**src/rtl/seg7_scan_ctrl.sv**
```systemverilog
// -----------------------------------------------------------------------------
// seg7_scan_ctrl
// Multiplexed 4-digit seven-segment scan controller with tear-free updates.
// Each digit is lit for SCAN_DIV cycles. Between digits all digits are dark for
// GAP_CYC cycles so the segment drivers can settle (anti-ghosting). A new
// display value is held in a shadow register. It is copied to the displayed
// (committed) register only at the frame boundary, so one frame never shows a
// mix of old and new digits.
//
// Parameters
//   SCAN_DIV  cycles each digit is lit
//   GAP_CYC   cycles all digits are dark between digits (>= 1)
// Ports
//   CLK       system clock
//   RST       asynchronous active-high reset
//   wr_valid  new display value offered
//   wr_ready  controller can accept a value (no write pending)
//   wr_data   four BCD digits, [3:0] = digit 0 (rightmost)
//   wr_dp     decimal-point enables, bit i = digit i
//   blank_lz  leading-zero blanking enable, sampled live
//   seg       {A,B,C,D,E,F,G,DP}, active-high, registered
//   dig_en    digit enables, active-high, one-hot or zero, registered
// -----------------------------------------------------------------------------
module seg7_scan_ctrl #(
  parameter int SCAN_DIV = 4000,
  parameter int GAP_CYC  = 16
) (
  input  logic        CLK,
  input  logic        RST,
  input  logic        wr_valid,
  output logic        wr_ready,
  input  logic [15:0] wr_data,
  input  logic [3:0]  wr_dp,
  input  logic        blank_lz,
  output logic [7:0]  seg,
  output logic [3:0]  dig_en
);

  localparam int MAX_CYC = (SCAN_DIV > GAP_CYC) ? SCAN_DIV : GAP_CYC;
  localparam int CW      = $clog2(MAX_CYC + 1);
  localparam logic [CW-1:0] GAP_LAST  = CW'(GAP_CYC - 1);
  localparam logic [CW-1:0] SHOW_LAST = CW'(SCAN_DIV - 1);

  typedef enum logic {
    ST_GAP  = 1'b0,
    ST_SHOW = 1'b1
  } state_e;

  state_e        state_q, state_d;
  logic [1:0]    idx_q, idx_d;
  logic [CW-1:0] cnt_q, cnt_d;
  logic [7:0]    seg_q, seg_d;
  logic [3:0]    dig_en_q, dig_en_d;
  logic [15:0]   com_data_q, com_data_d;
  logic [3:0]    com_dp_q, com_dp_d;
  logic [15:0]   sh_data_q, sh_data_d;
  logic [3:0]    sh_dp_q, sh_dp_d;
  logic          pend_q, pend_d;

  logic          frame_end;
  logic          wr_accept;
  logic [3:0]    digit_val;
  logic [7:0]    glyph;

  // Segment pattern for one digit value. DP bit is always 0 here. A-F show a dash.
  function automatic logic [7:0] seg7_decode(input logic [3:0] val);
    logic [7:0] pat;
    case (val)
      4'd0:    pat = 8'hFC;
      4'd1:    pat = 8'h60;
      4'd2:    pat = 8'hDA;
      4'd3:    pat = 8'hF2;
      4'd4:    pat = 8'h66;
      4'd5:    pat = 8'hB6;
      4'd6:    pat = 8'hBE;
      4'd7:    pat = 8'hE0;
      4'd8:    pat = 8'hFE;
      4'd9:    pat = 8'hF6;
      default: pat = 8'h02;
    endcase
    return pat;
  endfunction

  // Select the 4-bit digit at position idx.
  function automatic logic [3:0] digit_sel(input logic [15:0] data, input logic [1:0] idx);
    logic [3:0] d;
    case (idx)
      2'd0:    d = data[3:0];
      2'd1:    d = data[7:4];
      2'd2:    d = data[11:8];
      2'd3:    d = data[15:12];
      default: d = 4'd0;
    endcase
    return d;
  endfunction

  // A digit is a leading zero when it and every higher digit are zero.
  // Digit 0 always stays visible.
  function automatic logic lz_blank(input logic [15:0] data, input logic [1:0] idx);
    logic b;
    case (idx)
      2'd0:    b = 1'b0;
      2'd1:    b = (data[15:4]  == 12'd0);
      2'd2:    b = (data[15:8]  == 8'd0);
      2'd3:    b = (data[15:12] == 4'd0);
      default: b = 1'b0;
    endcase
    return b;
  endfunction

  assign wr_ready  = ~pend_q;
  assign wr_accept = wr_valid & ~pend_q;
  assign seg       = seg_q;
  assign dig_en    = dig_en_q;

  // Scan sequencer: one phase counter serves both GAP and SHOW.
  always_comb begin
    state_d   = state_q;
    idx_d     = idx_q;
    cnt_d     = cnt_q + {{(CW-1){1'b0}}, 1'b1};
    frame_end = 1'b0;
    case (state_q)
      ST_GAP: begin
        if (cnt_q == GAP_LAST) begin
          state_d = ST_SHOW;
          cnt_d   = {CW{1'b0}};
        end else begin
          state_d = ST_GAP;
        end
      end
      ST_SHOW: begin
        if (cnt_q == SHOW_LAST) begin
          state_d   = ST_GAP;
          idx_d     = idx_q + 2'd1;
          cnt_d     = {CW{1'b0}};
          frame_end = (idx_q == 2'd3);
        end else begin
          state_d = ST_SHOW;
        end
      end
      default: begin
        state_d = ST_GAP;
        idx_d   = 2'd0;
        cnt_d   = {CW{1'b0}};
      end
    endcase
  end

  // Write path. Commit and accept never happen together: commit needs
  // pending=1, accept needs pending=0.
  always_comb begin
    com_data_d = com_data_q;
    com_dp_d   = com_dp_q;
    sh_data_d  = sh_data_q;
    sh_dp_d    = sh_dp_q;
    pend_d     = pend_q;
    if (frame_end && pend_q) begin
      com_data_d = sh_data_q;
      com_dp_d   = sh_dp_q;
      pend_d     = 1'b0;
    end else if (wr_accept) begin
      sh_data_d = wr_data;
      sh_dp_d   = wr_dp;
      pend_d    = 1'b1;
    end else begin
      pend_d = pend_q;
    end
  end

  // Output values for the next state, so seg/dig_en change on the same edge as the state.
  // SHOW is only entered from GAP, and no commit happens there, so the
  // current committed value is the one being displayed.
  always_comb begin
    seg_d     = 8'h00;
    dig_en_d  = 4'b0000;
    digit_val = digit_sel(com_data_q, idx_d);
    glyph     = seg7_decode(digit_val);
    if (state_d == ST_SHOW) begin
      if (blank_lz && lz_blank(com_data_q, idx_d)) begin
        glyph = 8'h00;
      end else begin
        glyph = seg7_decode(digit_val);
      end
      dig_en_d = 4'b0001 << idx_d;
      seg_d    = {glyph[7:1], com_dp_q[idx_d]};
    end else begin
      seg_d    = 8'h00;
      dig_en_d = 4'b0000;
    end
  end

  // State, datapath and output registers.
  always_ff @(posedge CLK or posedge RST) begin
    if (RST) begin
      state_q    <= ST_GAP;
      idx_q      <= 2'd0;
      cnt_q      <= {CW{1'b0}};
      seg_q      <= 8'h00;
      dig_en_q   <= 4'b0000;
      com_data_q <= 16'h0000;
      com_dp_q   <= 4'b0000;
      sh_data_q  <= 16'h0000;
      sh_dp_q    <= 4'b0000;
      pend_q     <= 1'b0;
    end else begin
      state_q    <= state_d;
      idx_q      <= idx_d;
      cnt_q      <= cnt_d;
      seg_q      <= seg_d;
      dig_en_q   <= dig_en_d;
      com_data_q <= com_data_d;
      com_dp_q   <= com_dp_d;
      sh_data_q  <= sh_data_d;
      sh_dp_q    <= sh_dp_d;
      pend_q     <= pend_d;
    end
  end

endmodule
```
**config.mk**
```make
export PLATFORM = sky130hd
export DESIGN_NAME = seg7_scan_ctrl
export DESIGN_NICKNAME = d
export VERILOG_FILES = /design/src/rtl/seg7_scan_ctrl.sv
export SDC_FILE = /design/constraint.sdc
export NUM_CORES = 1
export LEC_CHECK = 0
export ABC_CLOCK_PERIOD_IN_PS = 4300
export BUFFER_PORTS_ARGS = -buffer_cell sky130_fd_sc_hd__clkbuf_2
export CORE_MARGIN = 5
export CORE_UTILIZATION = 52
export CTS_CLUSTER_DIAMETER = 80
export CTS_CLUSTER_SIZE = 10
export DETAILED_ROUTE_END_ITERATION = 16
export PLACE_DENSITY = 0.7
export SLEW_MARGIN = 25
export SYNTH_ARGS = -nofsm -noshare
export SYNTH_HDL_FRONTEND = slang
export SYNTH_SLANG_ARGS = --single-unit
```
**constraint.sdc**
```tcl
create_clock -name CLK -period 4.3 [get_ports CLK]
set_input_delay 0.43 -clock CLK [delete_from_list [all_inputs] [get_ports CLK]]
set_output_delay 0.43 -clock CLK [all_outputs]
set_load 0.02 [all_outputs]
```
### Word-level counts from Yosys, hierarchy flattened

Memories as Yosys holds them, arrays and structs flattened.
Index checks and enable logic that the tools add are counted.
W data, S select, Z words.

| storage, ports and cells | value |
|---|---|
| register bits after elaboration | 68 |
| bits in latches | 0 |
| bits in writable memories | 0 |
| bits in read-only memories | 112 |
| output and inout bits | 13 |
| memories kept | 1 |

| cells by class | value |
|---|---|
| add/sub/neg operators | 2 |
| multiply operators | 0 |
| divide/modulo/power cells | 0 |
| magnitude comparators | 1 |
| equal/unequal tests | 6 |
| shift operators | 1 |
| mux-type cells | 20 |
| bitwise operators | 4 |
| reductions and logical operators | 8 |

Memories:

| memory | depth | bits a word | read ports | clocked after memory_dff | write ports | line | source |
|---|---|---|---|---|---|---|---|
| (no name shown) | 16 | 7 | 1 | 0 | 0 | 68 | `case (val)` |

Operator list:

| operator | count |
|---|---|
| $mux W12 | 2 |
| $pmux W12 S2 | 1 |
| $mux W8 | 2 |
| $pmux W4 S4 | 1 |
| $add A12 B1 Y12 const B | 1 |
| $eq A12 B12 Y1 const B | 1 |
| $eq A12 B4 Y1 const B | 1 |
| $logic_not A12 Y1 | 1 |
| $logic_not A8 Y1 | 1 |
| $mux W1 | 8 |
| $eq A2 B2 Y1 const B | 3 |
| $logic_not A4 Y1 | 1 |
| $mux W2 | 2 |
| $mux W4 | 1 |
| $pmux W1 S4 | 1 |
| $shl A1 B2 Y4 const A | 1 |
| $lt A2 B3 Y1 const B | 1 |
| $not A1 Y1 | 3 |
| $add A2 B1 Y2 const B | 1 |
| $bmux W1 S2 | 1 |
| $eq A2 B1 Y1 const B | 1 |
| $logic_and A1 B1 Y1 | 2 |
| $logic_not A2 Y1 | 1 |
| $pmux W1 S2 | 1 |
| other kinds (3) | 3 |

### Longest topological paths before layout

Gate-level depths: netlist of the first run.

| depth | value |
|---|---|
| depth in word-level cells | 9 |
| mapped depth | 11 |
| gate-level depth less buffers | 10 |

### Worst setup path after synthesis of the first run

OpenSTA, ideal clock, no wires.

| path | value |
|---|---|
| path type | reg2reg |
| from | register cnt_q[0] |
| to | register seg_q[4], in the netlist seg[4] |
| setup time | 0.083 ns |
| data arrival time | 2.654 ns |
| data required time | 4.217 ns |
| setup slack | 1.563 ns |
| stages on the path, launching flop included | 10 |
| path buffers | 0 |
| period minus slack after synthesis | 2.737 ns |
| path through | dfrtp_1 ha_1 nand4_2 o31ai_2 mux2i_2 a222oi_1 inv_1 ha_1 mux2_1 o22ai_1 |

| between the ends | value |
|---|---|
| cells in the longest elaborated chain, start to end | 9 |

Ends and longest elaborated chain:

| item | line | source |
|---|---|---|
| start: declaration | 51 | `logic [CW-1:0] cnt_q, cnt_d;` |
| start signal: assignment | 197 | `cnt_q <= {CW{1'b0}};` |
| start signal: assignment | 208 | `cnt_q <= cnt_d;` |
| branches (longest 8 deep; another with $mem_v2 Z16 W7) | -- |  |
| $mux W8 (*) | 178 | `if (state_d == ST_SHOW) begin` |
| named net seg_d[4] | 52 | `logic [7:0] seg_q, seg_d;` |
| end signal: assignment | 209 | `seg_q <= seg_d;` |
| end: declaration | 52 |  |

Mark *: on every way through the listed nets, which the timed path passes. The select of a mux whose other input is x is not followed.
A chain may end at the register's enable or synchronous reset.

### Worst setup path in the final report of the first run

| path | value |
|---|---|
| from | register idx_q[0] |
| to | register seg_q[4], in the netlist seg[4] |

| between the ends | value |
|---|---|
| cells in the longest elaborated chain, start to end | 9 |

Ends and longest elaborated chain:

| item | line | source |
|---|---|---|
| start: declaration | 50 | `logic [1:0] idx_q, idx_d;` |
| start signal: assignment | 207 | `idx_q <= idx_d;` |
| $add A2 B1 Y2 | 134 | `idx_d = idx_q + 2'd1;` |
| $mux W2 | 132 | `if (cnt_q == SHOW_LAST) begin` |
| $mux W2 (*) | 122 | `case (state_q)` |
| branches (longest 4 deep; another with $mem_v2 Z16 W7) | -- |  |
| $mux W8 (*) | 179 | `if (blank_lz && lz_blank(com_data_q, idx_d)) begin` |
| $mux W8 (*) | 178 |  |
| named net seg_d[4] | 52 |  |

Marks and branches as above.

==> results of run 1 <==
## how the worst min path moves through the flow
stage / cells past startpoint / slack, ns / end
global placement: 1 / 0.43 / cnt_q[0]
CTS: 2 / 0.18 / cnt_q[8]
floorplan: 1 / 0.42 / cnt_q[0]
finish: 2 / 0.15 / cnt_q[8]
detailed placement: 1 / 0.45 / cnt_q[0]
global route: 2 / 0.21 / cnt_q[8]
## power breakdown
part	leakage, nW	internal (mW)	switching [mW]
registers	0.862	0.661	0.0112
clock network	0.102	0.326	0.243
logic	0.776	0.0238	0.0197
## layout by cell type (no fill, tap or decap), types with 3 or more instances in the layout
cell type	Yosys	routed
sky130_fd_sc_hd__a21oi_1	6	6
sky130_fd_sc_hd__and3_1	6	6
sky130_fd_sc_hd__and4_1	3	3
sky130_fd_sc_hd__buf_4	1	3
sky130_fd_sc_hd__clkbuf_2	0	36
sky130_fd_sc_hd__clkbuf_8	3	9
sky130_fd_sc_hd__dfrtp_1	68	68
sky130_fd_sc_hd__ha_1	7	7
sky130_fd_sc_hd__inv_1	17	16
sky130_fd_sc_hd__mux2_2	35	35
sky130_fd_sc_hd__mux2i_1	4	4
sky130_fd_sc_hd__nand2_1	14	14
sky130_fd_sc_hd__nand3_1	3	3
sky130_fd_sc_hd__nand4_1	7	7
sky130_fd_sc_hd__nor2_1	17	17
sky130_fd_sc_hd__nor3_1	7	7
sky130_fd_sc_hd__nor3b_1	5	5
sky130_fd_sc_hd__nor4_1	5	5
sky130_fd_sc_hd__o21ai_0	10	10
sky130_fd_sc_hd__o221ai_1	4	4
sky130_fd_sc_hd__o22ai_1	3	3
sky130_fd_sc_hd__o32ai_1	3	3
sky130_fd_sc_hd__xnor2_1	6	6
sky130_fd_sc_hd__xor2_1	4	4
## per-stage QoR
stage	setup WS (ns)	total power, mW
2_1_floorplan	1.56	0.709
3_3_place_gp	1.32	0.727
3_5_place_dp	1.15	0.730
4_1_cts	1.13	1.30
5_1_grt	0.813	1.34
6_report	1.13	1.29
## metal layers
metal | global-route usage (%) | vias up | routed length [um] | share of wire (%)
met2 | 25.2 | 60 | 2860 | 45
met5 | 0 | - | 0 | 0
met4 | 5.58 | 0 | 119 | 1.9
li1 | - | 1090 | - | -
met3 | 4.84 | 11 | 291 | 4.6
met1 | 22.8 | 1087 | 3030 | 48
## sequential cells by signal (all words and copies together) (netlist names)
name,count
idx_q,2
sh_data_q,16
sh_dp_q,4
pend_q,1
cnt_q,12
state_q,1
com_data_q,16
com_dp_q,4
dig_en,4
seg,8
## logic make-up after synthesis
group / after synthesis / synth area share [%]
and+or+nand+nor: 82 / 15.6
DFF: 68 / 50.9
muxes: 43 / 14.5
AOI/OAI and AO/OA: 39 / 8.83
buffers and inverters: 30 / 4.97
xor gates and xnor gates: 10 / 2.62
adders and majority gates: 7 / 2.62
## cells in the mapped netlist (2+ instances only)
cell	count
sky130_fd_sc_hd__nand3_1	3
sky130_fd_sc_hd__and3_1	6
sky130_fd_sc_hd__o221ai_1	4
sky130_fd_sc_hd__mux2_2	35
sky130_fd_sc_hd__nor3_1	7
sky130_fd_sc_hd__and4_1	3
sky130_fd_sc_hd__xor2_1	4
sky130_fd_sc_hd__nand4_4	2
sky130_fd_sc_hd__nand3b_1	2
sky130_fd_sc_hd__dfrtp_1	68
sky130_fd_sc_hd__xnor2_1	6
sky130_fd_sc_hd__buf_6	2
sky130_fd_sc_hd__nor3b_1	5
sky130_fd_sc_hd__ha_1	7
sky130_fd_sc_hd__nor4_1	5
sky130_fd_sc_hd__clkbuf_1	3
sky130_fd_sc_hd__mux2i_2	2
sky130_fd_sc_hd__a21oi_1	6
sky130_fd_sc_hd__nor2_1	17
sky130_fd_sc_hd__mux2i_1	4
sky130_fd_sc_hd__nand4_1	7
sky130_fd_sc_hd__nand2_1	14
sky130_fd_sc_hd__mux2_1	2
sky130_fd_sc_hd__inv_1	17
sky130_fd_sc_hd__clkbuf_8	3
sky130_fd_sc_hd__o21ai_0	10
sky130_fd_sc_hd__o22ai_1	3
sky130_fd_sc_hd__o32ai_1	3
## area by class of cell
| class | instances | area share, % |
|---|---|---|
| Sequential cell | 68 | 45.2 |
| Multi-Input combinational cell | 181 | 39.3 |
| Inverter | 18 | 1.80 |
| Clock inverter | 6 | 2.36 |
| Tap cell | 77 | 2.56 |
| Timing Repair Buffer | 39 | 5.39 |
| Clock buffer | 10 | 3.39 |
==> load_flow_metrics.sql, run 1 <==
INSERT INTO impl_metrics (metric_group, metric, value, unit) VALUES
('grt', 'grt_start_max_net_pins', '39', ''),
('setup_path', 'crit_path_top_delay_cell', 'sky130_fd_sc_hd__a222oi_1', ''),
('power_and_ir_drop', 'power.leakage', '1.74', 'nW'),
('place', 'post-dp-hpwl', '4.58', 'mm'),
('setup_path', 'worstSetupPathDepth', '8', ''),
('setup_path', 'timing_worst_setup_path_type', 'flop to flop', ''),
('route', 'initialDrtViolationCount', '173', ''),
('setup_path', 'reg2reg_launch_point', 'idx_q[0]', ''),
('synthesis', 'synth-edff-count', '0', ''),
('power_and_ir_drop', 'powerDensity', '342', 'nW/um2'),
('grt', 'grt_antenna_before_repair', '0', ''),
('synthesis', 'postSynthRegisterBits', '68', ''),
('sta', 'rsz0062_at_grt', 'no', ''),
('final_layout', 'layout.filler_cells', '538', ''),
('route', 'drt-pass1-iter-count', '4', ''),
('setup_path', 'crit_path_end', 'seg[4]', ''),
('cts', 'cts.path.max_buffers', '2', ''),
('synthesis', 'synth_async_sr_flop_share', '100', '%'),
('die', 'pin_count', '37', ''),
('sta', 'skew', '0.00804', 'ns'),
('sta', 'setup_viol_count_final', '0', ''),
('setup_path', 'cp.required', '4.56', 'ns'),
('sta', 'period_needed', '3.17', 'ns'),
('setup_path', 'worst-r2r-setup-slack', '1.13', 'ns'),
('power_and_ir_drop', 'worst_ir_drop_vdd', '0.314', 'mV'),
('cts', 'cts-hold-fix-buffers', '0', ''),
('sta', 'report.final.slew_viol_count', '0', ''),
('setup_path', 'worstSetupStartpointType', 'flop', ''),
('final_layout', 'design.final.nets', '348', ''),
('cts', 'post-cts-setup-buffer-count', '0', ''),
('final_layout', 'final-instance-count-excl-fill', '399', ''),
('sta', 'maxSlewHeadroom', '47.2', '%'),
('die', 'die_area', '8140', 'um2'),
('synthesis', 'syn_area_per_cell', '12.0', 'um2'),
('die', 'floorplan.initialDensity', '53.0', '%'),
('place', 'postPlaceCellArea', '3550', 'um2'),
('route', 'post-route-drc-count', '0', ''),
('cts', 'htree_num_levels', '3', ''),
('cts', 'clkTransAtPathRegs', '0.07', 'ns'),
('synthesis', 'netlist.top_cell.by_area', 'sky130_fd_sc_hd__dfrtp_1', ''),
('place', 'portBuffers', '36', ''),
('die', 'die_y', '90.2', 'um'),
('setup_path', 'critical_path.startpoint', 'idx_q[0]', ''),
('synthesis', 'postSynth.topFlopCell', 'sky130_fd_sc_hd__dfrtp_1', ''),
('route', 'drt.antenna.violating_nets', '0', ''),
('final_layout', 'layout.cell_area.non_filler', '3760', 'um2'),
('synthesis', 'synth_cells', '279', ''),
('outcome', 'status', 'finished, final reports clean', ''),
('synthesis', 'synth.top_cell.area_share', '50.9', '%'),
('cts', 'cts_made_buffers', '9', ''),
('synthesis', 'netlist_area', '3350', 'um2'),
('grt', 'first_global_vias', '2170', ''),
('die', 'die_width', '90.2', 'um'),
('setup_path', 'crit_arrival', '3.43', 'ns'),
('final_layout', 'layout.area.seq', '1700', 'um2'),
('synthesis', 'synth.lib_cells_used.distinct', '57', ''),
('sta', 'min_period_over_period', '73.7', '%'),
('setup_path', 'critical_path.endpoint_type', 'flop', ''),
('final_layout', 'layout-drive-gt1-share', '33.2', '%'),
('sta', 'hold-worst-slack', '0.155', 'ns'),
('cts', 'root_buffer', 'sky130_fd_sc_hd__clkbuf_8', ''),
('final_layout', 'n_antenna_cell', '0', ''),
('route', 'vias', '2248', ''),
('final_layout', 'end_of_flow_core_utilization', '59.6', '%'),
('route', 'wl_per_cell', '15.8', 'um'),
('sta', 'setup_tns', '0', 'ns'),
('sta', 'hold_violations', '0', ''),
('setup_path', 'critical-path-max-stage-delay', '0.72', 'ns'),
('final_layout', 'areaGrowthSynthToFinish', '12.5', '%'),
('setup_path', 'critical_path.max_fanout', '19', ''),
('place', 'final_replace_weighted_congestion', '0.893', '');
(Power assumes the default switching activity.)
==> run 2, diff against run 1 <==
--- a/config.mk
+++ b/config.mk
@@ -5,14 +5,14 @@
 export SDC_FILE = /design/constraint.sdc
 export NUM_CORES = 1
 export LEC_CHECK = 0
-export ABC_CLOCK_PERIOD_IN_PS = 4300
+export ABC_CLOCK_PERIOD_IN_PS = 2900
 export BUFFER_PORTS_ARGS = -buffer_cell sky130_fd_sc_hd__clkbuf_2
 export CORE_MARGIN = 5
 export CORE_UTILIZATION = 52
 export CTS_CLUSTER_DIAMETER = 80
 export CTS_CLUSTER_SIZE = 10
 export DETAILED_ROUTE_END_ITERATION = 16
-export PLACE_DENSITY = 0.7
+export PLACE_DENSITY = 0.73
 export SLEW_MARGIN = 25
 export SYNTH_ARGS = -nofsm -noshare
 export SYNTH_HDL_FRONTEND = slang
==> constraint.sdc (replaced) <==
create_clock -name CLK -period 2.9 [get_ports CLK]
set_input_delay 0.29 -clock CLK [delete_from_list [all_inputs] [get_ports CLK]]
set_output_delay 0.29 -clock CLK [all_outputs]
set_load 0.02 [all_outputs]
==> run 2 against run 1 <==
Non-clock buffer count is 8 higher. Clock skew is 0.0026 ns higher. Highest routed layer unchanged. Die area stayed put. Clock power is 48% higher. Largest cell class unchanged. Sequential power is 48% higher. Maximum frequency is 16% higher. Critical path type unchanged. Total power is 48% higher.
==> load_flow_metrics.sql, run 2 (same netlist as run 1, synthesis figures left out) <==
INSERT INTO impl_metrics (metric_group, metric, value, unit) VALUES
('outcome', 'status', 'finished, final reports clean', ''),
('route', 'post-route-drc-count', '0', ''),
('place', 'post-dp-hpwl', '4.50', 'mm'),
('setup_path', 'worstSetupPathDepth', '8', ''),
('sta', 'maxSlewHeadroom', '45.4', '%'),
('grt', 'grt_start_max_net_pins', '69', ''),
('sta', 'skew', '0.0107', 'ns'),
('sta', 'setup_tns', '0', 'ns'),
('final_layout', 'layout-drive-gt1-share', '34.8', '%'),
('setup_path', 'critical_path.max_fanout', '6', ''),
('power_and_ir_drop', 'total_power', '1.90', 'mW'),
('setup_path', 'buffers_inverters_on_critical_path', '0', ''),
('setup_path', 'worst-r2r-setup-slack', '0.17', 'ns'),
('grt', 'gr-usage-all-layers', '16.5', '%'),
('die', 'pin_count', '37', ''),
('setup_path', 'cp.required', '3.17', 'ns'),
('die', 'die_width', '90.2', 'um'),
('final_layout', 'reg_top3', 'com_data_q (16), sh_data_q (16), cnt_q (12)', ''),
('sta', 'hold_violations', '0', ''),
('die', 'core_region_area', '6310', 'um2'),
('setup_path', 'critical-path-max-stage-delay', '0.47', 'ns'),
('die', 'die_area', '8140', 'um2'),
('setup_path', 'reg2reg_depth', '8', ''),
('setup_path', 'crit_arrival', '3.00', 'ns'),
('die', 'floorplan.initialDensity', '53.0', '%'),
('die', 'die_y', '90.2', 'um'),
('setup_path', 'path_delay_family', 'compound AO/OA/AOI/OAI gates', ''),
('setup_path', 'worstSetupStartpointType', 'flop', ''),
('setup_path', 'critical_path.endpoint_type', 'flop', ''),
('cts', 'clk_latency', '0.35', 'ns'),
('cts', 'cts_made_buffers', '9', ''),
('grt', 'global_route_wire_length_before_repair', '10.8', 'mm'),
('sta', 'setup_viol_count_final', '0', ''),
('route', 'drt.antenna.violating_nets', '0', ''),
('cts', 'htree_num_levels', '3', ''),
('run', 'total_of_max_cap_violations', '0', ''),
('cts', 'cts.path.max_buffers', '2', ''),
('route', 'drt-pass1-iter-count', '4', ''),
('cts', 'ctsResizeCount', '0', ''),
('route', 'avgViaCountPerCell', '5.54', ''),
('cts', 'root_buffer', 'sky130_fd_sc_hd__clkbuf_8', ''),
('final_layout', 'design.final.nets', '356', ''),
('grt', 'grt_antenna_before_repair', '0', ''),
('cts', 'clkTransAtPathRegs', '0.07', 'ns'),
('final_layout', 'end_of_flow_core_utilization', '60.5', '%'),
('final_layout', 'areaGrowthSynthToFinish', '14.2', '%'),
('setup_path', 'critical_path.reg2reg.endpoint', 'seg[4]', ''),
('setup_path', 'crit_path_top_delay_cell', 'sky130_fd_sc_hd__a221o_2', ''),
('grt', 'globalRouteOverflowTotal', '0', ''),
('grt', 'first_global_vias', '2277', ''),
('sta', 'rsz0062_at_grt', 'no', ''),
('sta', 'fmaxAchievable', '366', 'MHz'),
('setup_path', 'timing_worst_setup_path_type', 'flop to flop', ''),
('sta', 'period_needed', '2.73', 'ns'),
('power_and_ir_drop', 'worst_ir_drop_vdd', '0.536', 'mV'),
('route', 'routed_wire_length', '6.22', 'mm'),
('final_layout', 'mostFrequentLayoutCell', 'sky130_fd_sc_hd__dfrtp_1', ''),
('sta', 'worst_pin_slew', '0.818', 'ns'),
('setup_path', 'critPathMostFrequentCell', 'sky130_fd_sc_hd__ha_1', ''),
('cts', 'cts_sinks', '68', ''),
('final_layout', 'n_antenna_cell', '0', ''),
('sta', 'min_period_over_period', '94.3', '%'),
('route', 'vias', '2255', ''),
('final_layout', 'final_cell_mix', '68 x sky130_fd_sc_hd__dfrtp_1, 36 x sky130_fd_sc_hd__clkbuf_2, 35 x sky130_fd_sc_hd__mux2_2', ''),
('setup_path', 'path_cells', 'ha_1 > nand4_2 > o31ai_2 > mux2i_2 > a221o_2 > ha_1 > mux2_1 > o22ai_1', ''),
('place', 'portBuffers', '36', ''),
('power_and_ir_drop', 'power.leakage', '1.78', 'nW'),
('cts', 'cts_tree', 'done', ''),
('route', 'wl_per_cell', '15.3', 'um'),
('setup_path', 'reg2reg_launch_point', 'cnt_q[0]', ''),
('die', 'core.rowCount', '29', ''),
('power_and_ir_drop', 'powerDensity', '497', 'nW/um2'),
('sta', 'report.final.slew_viol_count', '0', ''),
('min_path', 'hp-class', 'primary input to asynchronous set/reset pin', ''),
('place', 'final_replace_weighted_congestion', '0.897', ''),
('route', 'initialDrtViolationCount', '77', '');
[run 2: worst max path at each step]
stage	from	end	slack [ns]
global route	cnt_q[0]	seg[4]	0.002
detailed placement	cnt_q[0]	seg[4]	0.05
finish	cnt_q[0]	seg[4]	0.17
floorplan	cnt_q[0]	seg[4]	0.16
global placement	cnt_q[0]	seg[4]	0.19
CTS	cnt_q[0]	seg[4]	0.04
[run 2: stage by stage]
stage | instance area (um2) | hold WS, ns | worst slack (ns) | std cells
final | 3820 | 0.161 | 0.165 | 407
after global routing | 3820 | 0.157 | 0.00152 | 407
after CTS | 3810 | 0.157 | 0.0412 | 406
after detailed placement | 3600 | 0.450 | 0.0528 | 390
after global placement | 3600 | 0.434 | 0.188 | 390
after floorplan | 3350 | 0.415 | 0.163 | 279
[run 2: layout make-up]
class	count	area, um2
timing repair buffer	47	263
sequential	68	1700
clock inverter	6	88.8
fill	529	2490
multi-input combinational	181	1480
inverter	18	67.6
clock buffer	10	128
tap	77	96.3
[run 2: worst min-delay path, stage by stage]
cell and delay, ns:
sky130_fd_sc_hd__clkbuf_2 0.09, sky130_fd_sc_hd__inv_2 0.03, sky130_fd_sc_hd__buf_4 0.62
[run 2: timing repair]
action / in CTS / in global routing
endpoints found under the hold margin: 0 / 0
setup buffers: 0 / 1
endpoints found under the setup margin: 0 / 2
hold buffers: 0 / 0
[run 2: report_power, final]
| part | internal, mW | total [mW] | switching [mW] |
|---|---|---|---|
| Clock | 0.484 | 0.841 | 0.357 |
| Sequential | 0.980 | 0.997 | 0.0166 |
| Combinational | 0.0353 | 0.0635 | 0.0281 |
[run 2: routing by layer]
metal / track usage [%] / part of all wire, %
met1: 21.6 / 46
met4: 6.20 / 1.7
met5: 0 / 0
met3: 5.59 / 4.6
met2: 25.2 / 48
